<file path="src/rtl/mac_pkg.sv">
// mac_pkg: shared definitions for the streaming multiply-accumulate slice.
//   DEF_A_W / DEF_B_W / DEF_ACC_W / DEF_CNT_W : default widths
//   CNT_SAT   : beat-counter saturation value for the default CNT_W
//   P_MAX_W   : width of the product field carried between stages; the
//               top slices its ACC_W low bits, so ACC_W must stay below it
//   mac_s1_t  : stage-1 payload {product, clr, last}
package mac_pkg;

   localparam int unsigned DEF_A_W   = 4;
   localparam int unsigned DEF_B_W   = 4;
   localparam int unsigned DEF_ACC_W = 16;
   localparam int unsigned DEF_CNT_W = 8;

   localparam int unsigned CNT_SAT = (1 << DEF_CNT_W) - 1;

   // Fixed-width product field so one payload type serves every width
   // configuration; the unused upper bits are constant zero.
   localparam int unsigned P_MAX_W = 32;

   typedef struct packed {
      logic [P_MAX_W-1:0] product;
      logic               clr;
      logic               last;
   } mac_s1_t;

endpackage

</file>
<file path="src/rtl/mac_stream_acc_if.sv">
// mac_stream_acc_if: operand-in / result-out handshake bundle.
//   in_valid/in_ready, in_a, in_b, in_clr, in_last : operand beat channel
//   out_valid/out_ready, out_acc, out_ovf, out_cnt : group result channel
//   master : operand producer / result consumer
//   slave  : the accumulator engine
interface mac_stream_acc_if import mac_pkg::*; #(
   parameter int unsigned A_W   = DEF_A_W,
   parameter int unsigned B_W   = DEF_B_W,
   parameter int unsigned ACC_W = DEF_ACC_W,
   parameter int unsigned CNT_W = DEF_CNT_W
);

   logic             in_valid;
   logic             in_ready;
   logic [A_W-1:0]   in_a;
   logic [B_W-1:0]   in_b;
   logic             in_clr;
   logic             in_last;
   logic             out_valid;
   logic             out_ready;
   logic [ACC_W-1:0] out_acc;
   logic             out_ovf;
   logic [CNT_W-1:0] out_cnt;

   modport master (
      output in_valid, in_a, in_b, in_clr, in_last, out_ready,
      input  in_ready, out_valid, out_acc, out_ovf, out_cnt
   );

   modport slave (
      input  in_valid, in_a, in_b, in_clr, in_last, out_ready,
      output in_ready, out_valid, out_acc, out_ovf, out_cnt
   );

endinterface

</file>
<file path="src/rtl/mac_mult_stage.sv">
// mac_mult_stage: registered unsigned A_W x B_W multiplier, stage 1.
//   clk, rst_n : clock, synchronous active-low reset
//   en         : pipeline advance (low = frozen)
//   in_valid   : beat accepted this cycle
//   a, b       : operands
//   clr, last  : group flags travelling with the product
//   s1_valid   : stage-1 register holds a beat
//   s1         : product (zero-extended) and flags
module mac_mult_stage import mac_pkg::*; #(
   parameter int unsigned A_W = DEF_A_W,
   parameter int unsigned B_W = DEF_B_W
) (
   input  logic           clk,
   input  logic           rst_n,
   input  logic           en,
   input  logic           in_valid,
   input  logic [A_W-1:0] a,
   input  logic [B_W-1:0] b,
   input  logic           clr,
   input  logic           last,
   output logic           s1_valid,
   output mac_s1_t        s1
);

   localparam int unsigned PW = A_W + B_W;

   logic [PW-1:0] prod;

   assign prod = PW'(a) * PW'(b);

   always_ff @(posedge clk) begin
      if (!rst_n) begin
         s1_valid <= 1'b0;
         s1       <= '0;
      end else if (en) begin
         s1_valid <= in_valid;
         if (in_valid) begin
            s1.product <= P_MAX_W'(prod);
            s1.clr     <= clr;
            s1.last    <= last;
         end
      end
   end

endmodule

</file>
<file path="src/rtl/mac_stream_acc.sv">
// mac_stream_acc: pipelined multiply-accumulate over grouped operand beats.
//   clk   : clock, rising edge
//   rst_n : synchronous active-low reset
//   bus   : mac_stream_acc_if.slave (operand beats in, group results out)
// Stage 1 (mac_mult_stage) registers a*b; stage 2 accumulates and, on a
// last beat, loads the registered result. Whole pipe stalls while a result
// waits for out_ready. Requires A_W+B_W <= ACC_W < mac_pkg::P_MAX_W.
// Build option MAC_ACC_SATURATE_EN: clamp the group sum at 2^ACC_W-1 on
// carry instead of wrapping.
module mac_stream_acc import mac_pkg::*; #(
   parameter int unsigned A_W   = DEF_A_W,
   parameter int unsigned B_W   = DEF_B_W,
   parameter int unsigned ACC_W = DEF_ACC_W,
   parameter int unsigned CNT_W = DEF_CNT_W
) (
   input logic             clk,
   input logic             rst_n,
   mac_stream_acc_if.slave bus
);

   logic             en;
   logic             accept;
   logic             s1_valid;
   mac_s1_t          s1;

   logic [ACC_W-1:0] acc;
   logic             ovf;
   logic [CNT_W-1:0] cnt;
   logic             open;      // a group is in progress (no last seen yet)

   logic [ACC_W-1:0] p;
   logic [ACC_W-1:0] base;
   logic             new_grp;
   logic [ACC_W:0]   sum;
   logic [ACC_W-1:0] acc_nxt;
   logic             ovf_nxt;
   logic [CNT_W-1:0] cnt_nxt;
   logic             fire;
   logic             unused_p_hi;

   logic             out_valid_q;
   logic [ACC_W-1:0] out_acc_q;
   logic             out_ovf_q;
   logic [CNT_W-1:0] out_cnt_q;

   assign en     = !(out_valid_q && !bus.out_ready);
   assign accept = bus.in_valid && en;

   mac_mult_stage #(
      .A_W (A_W),
      .B_W (B_W)
   ) u_mult (
      .clk      (clk),
      .rst_n    (rst_n),
      .en       (en),
      .in_valid (accept),
      .a        (bus.in_a),
      .b        (bus.in_b),
      .clr      (bus.in_clr),
      .last     (bus.in_last),
      .s1_valid (s1_valid),
      .s1       (s1)
   );

   assign unused_p_hi = |s1.product[P_MAX_W-1:ACC_W];

   always_comb begin
      p       = s1.product[ACC_W-1:0];
      // Reset clears 'open', so the first beat afterwards starts a group.
      new_grp = s1.clr || !open;
      base    = new_grp ? '0 : acc;
      sum     = {1'b0, base} + {1'b0, p};
      ovf_nxt = sum[ACC_W] || (!new_grp && ovf);
`ifdef MAC_ACC_SATURATE_EN
      acc_nxt = sum[ACC_W] ? '1 : sum[ACC_W-1:0];
`else
      acc_nxt = sum[ACC_W-1:0];
`endif
      if (new_grp)
         cnt_nxt = CNT_W'(1);
      else if (&cnt)
         cnt_nxt = cnt;
      else
         cnt_nxt = cnt + 1'b1;
      fire    = s1_valid && s1.last;
   end

   always_ff @(posedge clk) begin
      if (!rst_n) begin
         acc         <= '0;
         ovf         <= 1'b0;
         cnt         <= '0;
         open        <= 1'b0;
         out_valid_q <= 1'b0;
         out_acc_q   <= '0;
         out_ovf_q   <= 1'b0;
         out_cnt_q   <= '0;
      end else if (en) begin
         if (s1_valid) begin
            acc  <= acc_nxt;
            ovf  <= ovf_nxt;
            cnt  <= cnt_nxt;
            open <= !s1.last;
         end
         // en implies any held result is being consumed this edge.
         out_valid_q <= fire;
         if (fire) begin
            out_acc_q <= acc_nxt;
            out_ovf_q <= ovf_nxt;
            out_cnt_q <= cnt_nxt;
         end
      end
   end

   assign bus.in_ready  = en;
   assign bus.out_valid = out_valid_q;
   assign bus.out_acc   = out_acc_q;
   assign bus.out_ovf   = out_ovf_q;
   assign bus.out_cnt   = out_cnt_q;

endmodule

</file>
<file path="src/flat_wrapper.sv">
// flat-port wrapper written by rule: the top's interface ports become plain ports
module mac_stream_acc_flat import mac_pkg::*;
#(
   parameter int unsigned A_W   = DEF_A_W,
   parameter int unsigned B_W   = DEF_B_W,
   parameter int unsigned ACC_W = DEF_ACC_W,
   parameter int unsigned CNT_W = DEF_CNT_W
)
  (clk, rst_n, bus_in_valid, bus_in_a, bus_in_b, bus_in_clr, bus_in_last, bus_out_ready, bus_in_ready, bus_out_valid, bus_out_acc, bus_out_ovf, bus_out_cnt);
  mac_stream_acc_if #(.A_W(A_W), .B_W(B_W), .ACC_W(ACC_W), .CNT_W(CNT_W)) bus_i ();
  input logic clk;
  input logic rst_n;
  input wire logic [$bits(bus_i.in_valid)-1:0] bus_in_valid;
  input wire logic [$bits(bus_i.in_a)-1:0] bus_in_a;
  input wire logic [$bits(bus_i.in_b)-1:0] bus_in_b;
  input wire logic [$bits(bus_i.in_clr)-1:0] bus_in_clr;
  input wire logic [$bits(bus_i.in_last)-1:0] bus_in_last;
  input wire logic [$bits(bus_i.out_ready)-1:0] bus_out_ready;
  output wire logic [$bits(bus_i.in_ready)-1:0] bus_in_ready;
  output wire logic [$bits(bus_i.out_valid)-1:0] bus_out_valid;
  output wire logic [$bits(bus_i.out_acc)-1:0] bus_out_acc;
  output wire logic [$bits(bus_i.out_ovf)-1:0] bus_out_ovf;
  output wire logic [$bits(bus_i.out_cnt)-1:0] bus_out_cnt;
  assign bus_i.in_valid = bus_in_valid;
  assign bus_i.in_a = bus_in_a;
  assign bus_i.in_b = bus_in_b;
  assign bus_i.in_clr = bus_in_clr;
  assign bus_i.in_last = bus_in_last;
  assign bus_i.out_ready = bus_out_ready;
  assign bus_in_ready = bus_i.in_ready;
  assign bus_out_valid = bus_i.out_valid;
  assign bus_out_acc = bus_i.out_acc;
  assign bus_out_ovf = bus_i.out_ovf;
  assign bus_out_cnt = bus_i.out_cnt;
  mac_stream_acc #(.A_W(A_W), .B_W(B_W), .ACC_W(ACC_W), .CNT_W(CNT_W)) u_core (.clk(clk), .rst_n(rst_n), .bus(bus_i));
endmodule
</file>
<file path="config.mk">
export PLATFORM = sky130hd
export DESIGN_NAME = mac_stream_acc_flat
export DESIGN_NICKNAME = d
export VERILOG_FILES = /design/src/rtl/mac_pkg.sv /design/src/rtl/mac_stream_acc_if.sv /design/src/rtl/mac_mult_stage.sv /design/src/rtl/mac_stream_acc.sv /design/src/flat_wrapper.sv
export SDC_FILE = /design/constraint.sdc
export NUM_CORES = 1
export LEC_CHECK = 0
export ABC_AREA = 1
export BUFFER_PORTS_ARGS = -buffer_cell sky130_fd_sc_hd__buf_2
export CORE_AREA = 2 2 86 80
export DETAILED_ROUTE_END_ITERATION = 10
export DIE_AREA = 0 0 88 82
export PLACE_DENSITY = 0.78
export SYNTH_ARGS = -nofsm -noshare
export SYNTH_HDL_FRONTEND = slang
export SYNTH_SLANG_ARGS = --single-unit
</file>
<file path="constraint.sdc">
create_clock -name clk -period 3.7 [get_ports clk]
set_input_delay 0.555 -clock clk [delete_from_list [all_inputs] [get_ports clk]]
set_output_delay 0.555 -clock clk [all_outputs]
set_load 0.03 [all_outputs]
</file>
==> results.py <==
metrics = {
    "synthesis": {
        "synth.most_common_cell": "nand2_1",
        "synth_top_family_by_area": "simple AND/OR/NAND/NOR gates",
        "netlist_instances": 528,
        "synth_fp_nets": 568,
        "synth_edf_count": 0,
        "ys_async_sr_fraction_pct": 0,
        "syn_area_per_cell_um2": 6.80,
        "synthAdderAreaFrac_pct": 10.1,
        "ys_seq_elements": 63,
        "synth.distinct_cells": 28,
        "synth_compound_area_share_pct": 13.9,
        "ys_seq_area_share_pct": 35.1,
        "synthSimpleGateAreaFrac_pct": 27.2,
        "ys_top_cells_by_count": "128 x nand2_1, 83 x inv_1, 63 x dfxtp_1",
        "synthMuxAreaShare_pct": 0,
        "synthFlopType": "dfxtp_1",
        "synth-xor-area-share_pct": 2.68,
        "yosys_warnings": 0,
        "synth_area_um2": 3590,
        "synth.area.top_cells": "dfxtp_1 35%, nand2_1 13%, inv_1 8.7%",
        "synth_top_cell_by_area": "dfxtp_1",
        "yosysTopAreaCellShare_pct": 35.1,
    },
    "detailed_routing": {
        "drc": 0,
        "drt_iter0_markers": 221,
        "drtAntennaViolNets": 0,
        "vias_per_cell": 5.08,
        "via_count": 3353,
        "wire_per_inst_um": 12.3,
        "drt_first_pass_iters": 6,
        "routed_wl_um": 8100,
    },
    "pwr": {
        "ir_drop_mv": 0.237,
        "internal_power_mw": 1.10,
        "switching_share_pct": 28.9,
        "p_leak_nw": 2.07,
        "seq_power_share_pct": 47.4,
        "p_sw_mw": 0.448,
        "powerDensity_nw_per_um2": 385,
        "clockPowerShare_pct": 37.9,
        "p_comb_share_pct": 14.7,
    },
    "clock_tree": {
        "hold_buffers": 0,
        "root_buffer": "clkbuf_8",
        "cts_resized": 0,
        "cts_buffers": 9,
        "cts_buffer_depth": 2,
        "htree_levels": 3,
        "clock_latency_ns": 0.35,
        "cts_setup_buffers": 0,
        "cts.clk_slew.worst_paths_ns": 0.07,
        "clock_sinks": 63,
        "cts_tree": "built",
    },
    "final_layout": {
        "antenna_cells": 0,
        "final_cell_area_um2": 4030,
        "syn2layout_area_growth_pct": 12.3,
        "drive_gt1_share_pct": 12.5,
        "fin_nets": 605,
    },
    "sta": {
        "slew-limit-headroom_pct": 49.3,
        "fmax_mhz": 373,
        "tns_ns": 0,
        "finalSetupViolations": 0,
        "skew_ns": 0.0110,
        "worst_pin_slew_ns": 0.759,
        "hold_viol_final": 0,
        "post-route-period-util_pct": 72.5,
        "min_period_ns": 2.68,
        "grt_setup_unrepaired": "false",
        "maxSlewViolCount": 0,
    },
    "die": {
        "die_h_um": 82,
        "core_um2": 6340,
        "start_util_pct": 56.6,
        "die_x_um": 88,
        "ioPinCount": 41,
        "rows": 28,
        "die_area_um2": 7220,
    },
    "grt": {
        "overflow": 0,
        "antenna_found_initial": 0,
        "grt_use_total_pct": 24.8,
        "grt_pass1_wl_um": 13700,
        "grt_pass1_vias": 3116,
        "grt_max_degree": 38,
    },
    "worst_setup_path": {
        "cp-endpoint": "u_core.u_mult.s1[8]$_SDFFE_PN0P_",
        "r2r_cells": 15,
        "cp.required_ns": 3.98,
        "rr_endpoint": "u_core.acc[14]$_SDFFE_PN0P_",
        "crit_start": "bus_in_a[0]",
        "regToRegSetupSlack_ns": 1.31,
        "worst_ep_arrival_time_ns": 2.96,
        "critical_path.endpoint_type": "flip-flop",
        "worstSetupPathType": "input pin to flip-flop",
        "crit_fanout": 4,
        "rr_startpoint": "u_core.u_mult.s1[1]$_SDFFE_PN0P_",
        "cp-start-kind": "input pin",
    },
    "placed_design": {
        "gp_congestion": 0.895,
        "dpl_cell_area_um2": 3840,
        "io_buffers": 40,
        "hpwl_um": 5870,
    },
    "min_path": {
        "hp-start": "u_core.bus.out_acc[11]$_SDFFE_PN0P_",
        "hold_class": "flip-flop to flip-flop",
    },
    "flow_run": {
        "maxCapViolCount": 0,
    },
    "status": {
        "status": "complete, no violations",
    },
}
-- how the worst min path moves through the flow --
stage / endpoint / slack, ns / cells past startpoint
floorplan: u_core.acc[0]$_SDFFE_PN0P_ / 0.43 / 2
global placement: u_core.bus.out_acc[14]$_SDFFE_PN0P_ / 0.43 / 2
detailed placement: u_core.bus.out_acc[13]$_SDFFE_PN0P_ / 0.44 / 2
CTS: u_core.bus.out_acc[15]$_SDFFE_PN0P_ / 0.45 / 2
global route: u_core.bus.out_acc[15]$_SDFFE_PN0P_ / 0.47 / 2
finish: u_core.bus.out_acc[11]$_SDFFE_PN0P_ / 0.45 / 2
-- per-stage QoR --
stage | instances | total power [mW] | hold slack [ns] | util, % | worst slack (ns)
floorplan | 528 | 0.919 | 0.430 | - | 0.916
global placement | 644 | 0.968 | 0.433 | 60.6 | 0.720
detailed placement | 644 | 0.978 | 0.436 | 60.6 | 0.656
CTS | 660 | 1.57 | 0.453 | 63.6 | 1.02
global route | 660 | 1.64 | 0.466 | 63.6 | 0.911
finish | 660 | 1.55 | 0.451 | 63.6 | 1.02
-- registers in the layout, indices dropped and copies added (netlist names) --
signal,flops
u_core.acc,16
u_core.bus.out_acc,16
u_core.u_mult.s1,10
u_core.bus.out_cnt,8
u_core.cnt,8
u_core.bus.out_ovf,1
u_core.bus.out_valid,1
u_core.open,1
u_core.ovf,1
u_core.u_mult.s1_valid,1
-- power groups by stage --
stage	registers, mW	clock network [mW]	logic [mW]
global placement	0.750	0	0.218
global route	0.740	0.632	0.264
detailed placement	0.751	0	0.227
CTS	0.736	0.604	0.229
finish	0.736	0.589	0.228
floorplan	0.756	0	0.163
-- cell families (layout without fill, tap and decap cells) --
logic type                 count (synthesis)  count (layout)
xor gates and xnor gates                  11              11
and+or+nand+nor                          234             234
AOI/OAI and AO/OA                         93              93
buffers and inverters                    101             143
DFF                                       63              63
adders and majority gates                 26              26
-- final cells by class --
class                   instances  area, um2
clock buffers                  11        131
well taps                      90        113
clock inverters                 5       57.6
inverters                      86        323
repair buffers                 41        208
fillers                       595       2310
multi-input cells             364       1940
flip-flops and latches         63       1260
-- cell usage in the layout (no fill, tap or decap), types with 6 or more instances in the layout --
cell / count
a21oi_1: 36
o21ai_0: 42
nor2_1: 51
inv_1: 83
clkbuf_8: 9
nand2_1: 128
ha_1: 21
nand3_1: 34
nor2_2: 7
dfxtp_1: 63
xor2_1: 9
buf_2: 40
o211ai_1: 6
-- worst max-delay path: stages --
cell and delay, ns:
buf_2 0.11, nand2_1 0.08, fa_1 0.53, inv_1 0.05, fa_1 0.55, inv_1 0.06, fa_1 0.45, o21ai_0 0.19
a21oi_1 0.10, xor2_1 0.14, a21oi_1 0.13
-- metal layers --
layer  part of all wire (%)  routed length [um]  track usage (%)
met1                     48                3850             31.4
met2                     46                3700             41.0
met3                    5.7                 460             7.54
met4                    1.1                  87             7.08
met5                      0                   0                0
No activity file was read; power rests on OpenSTA's default activity.
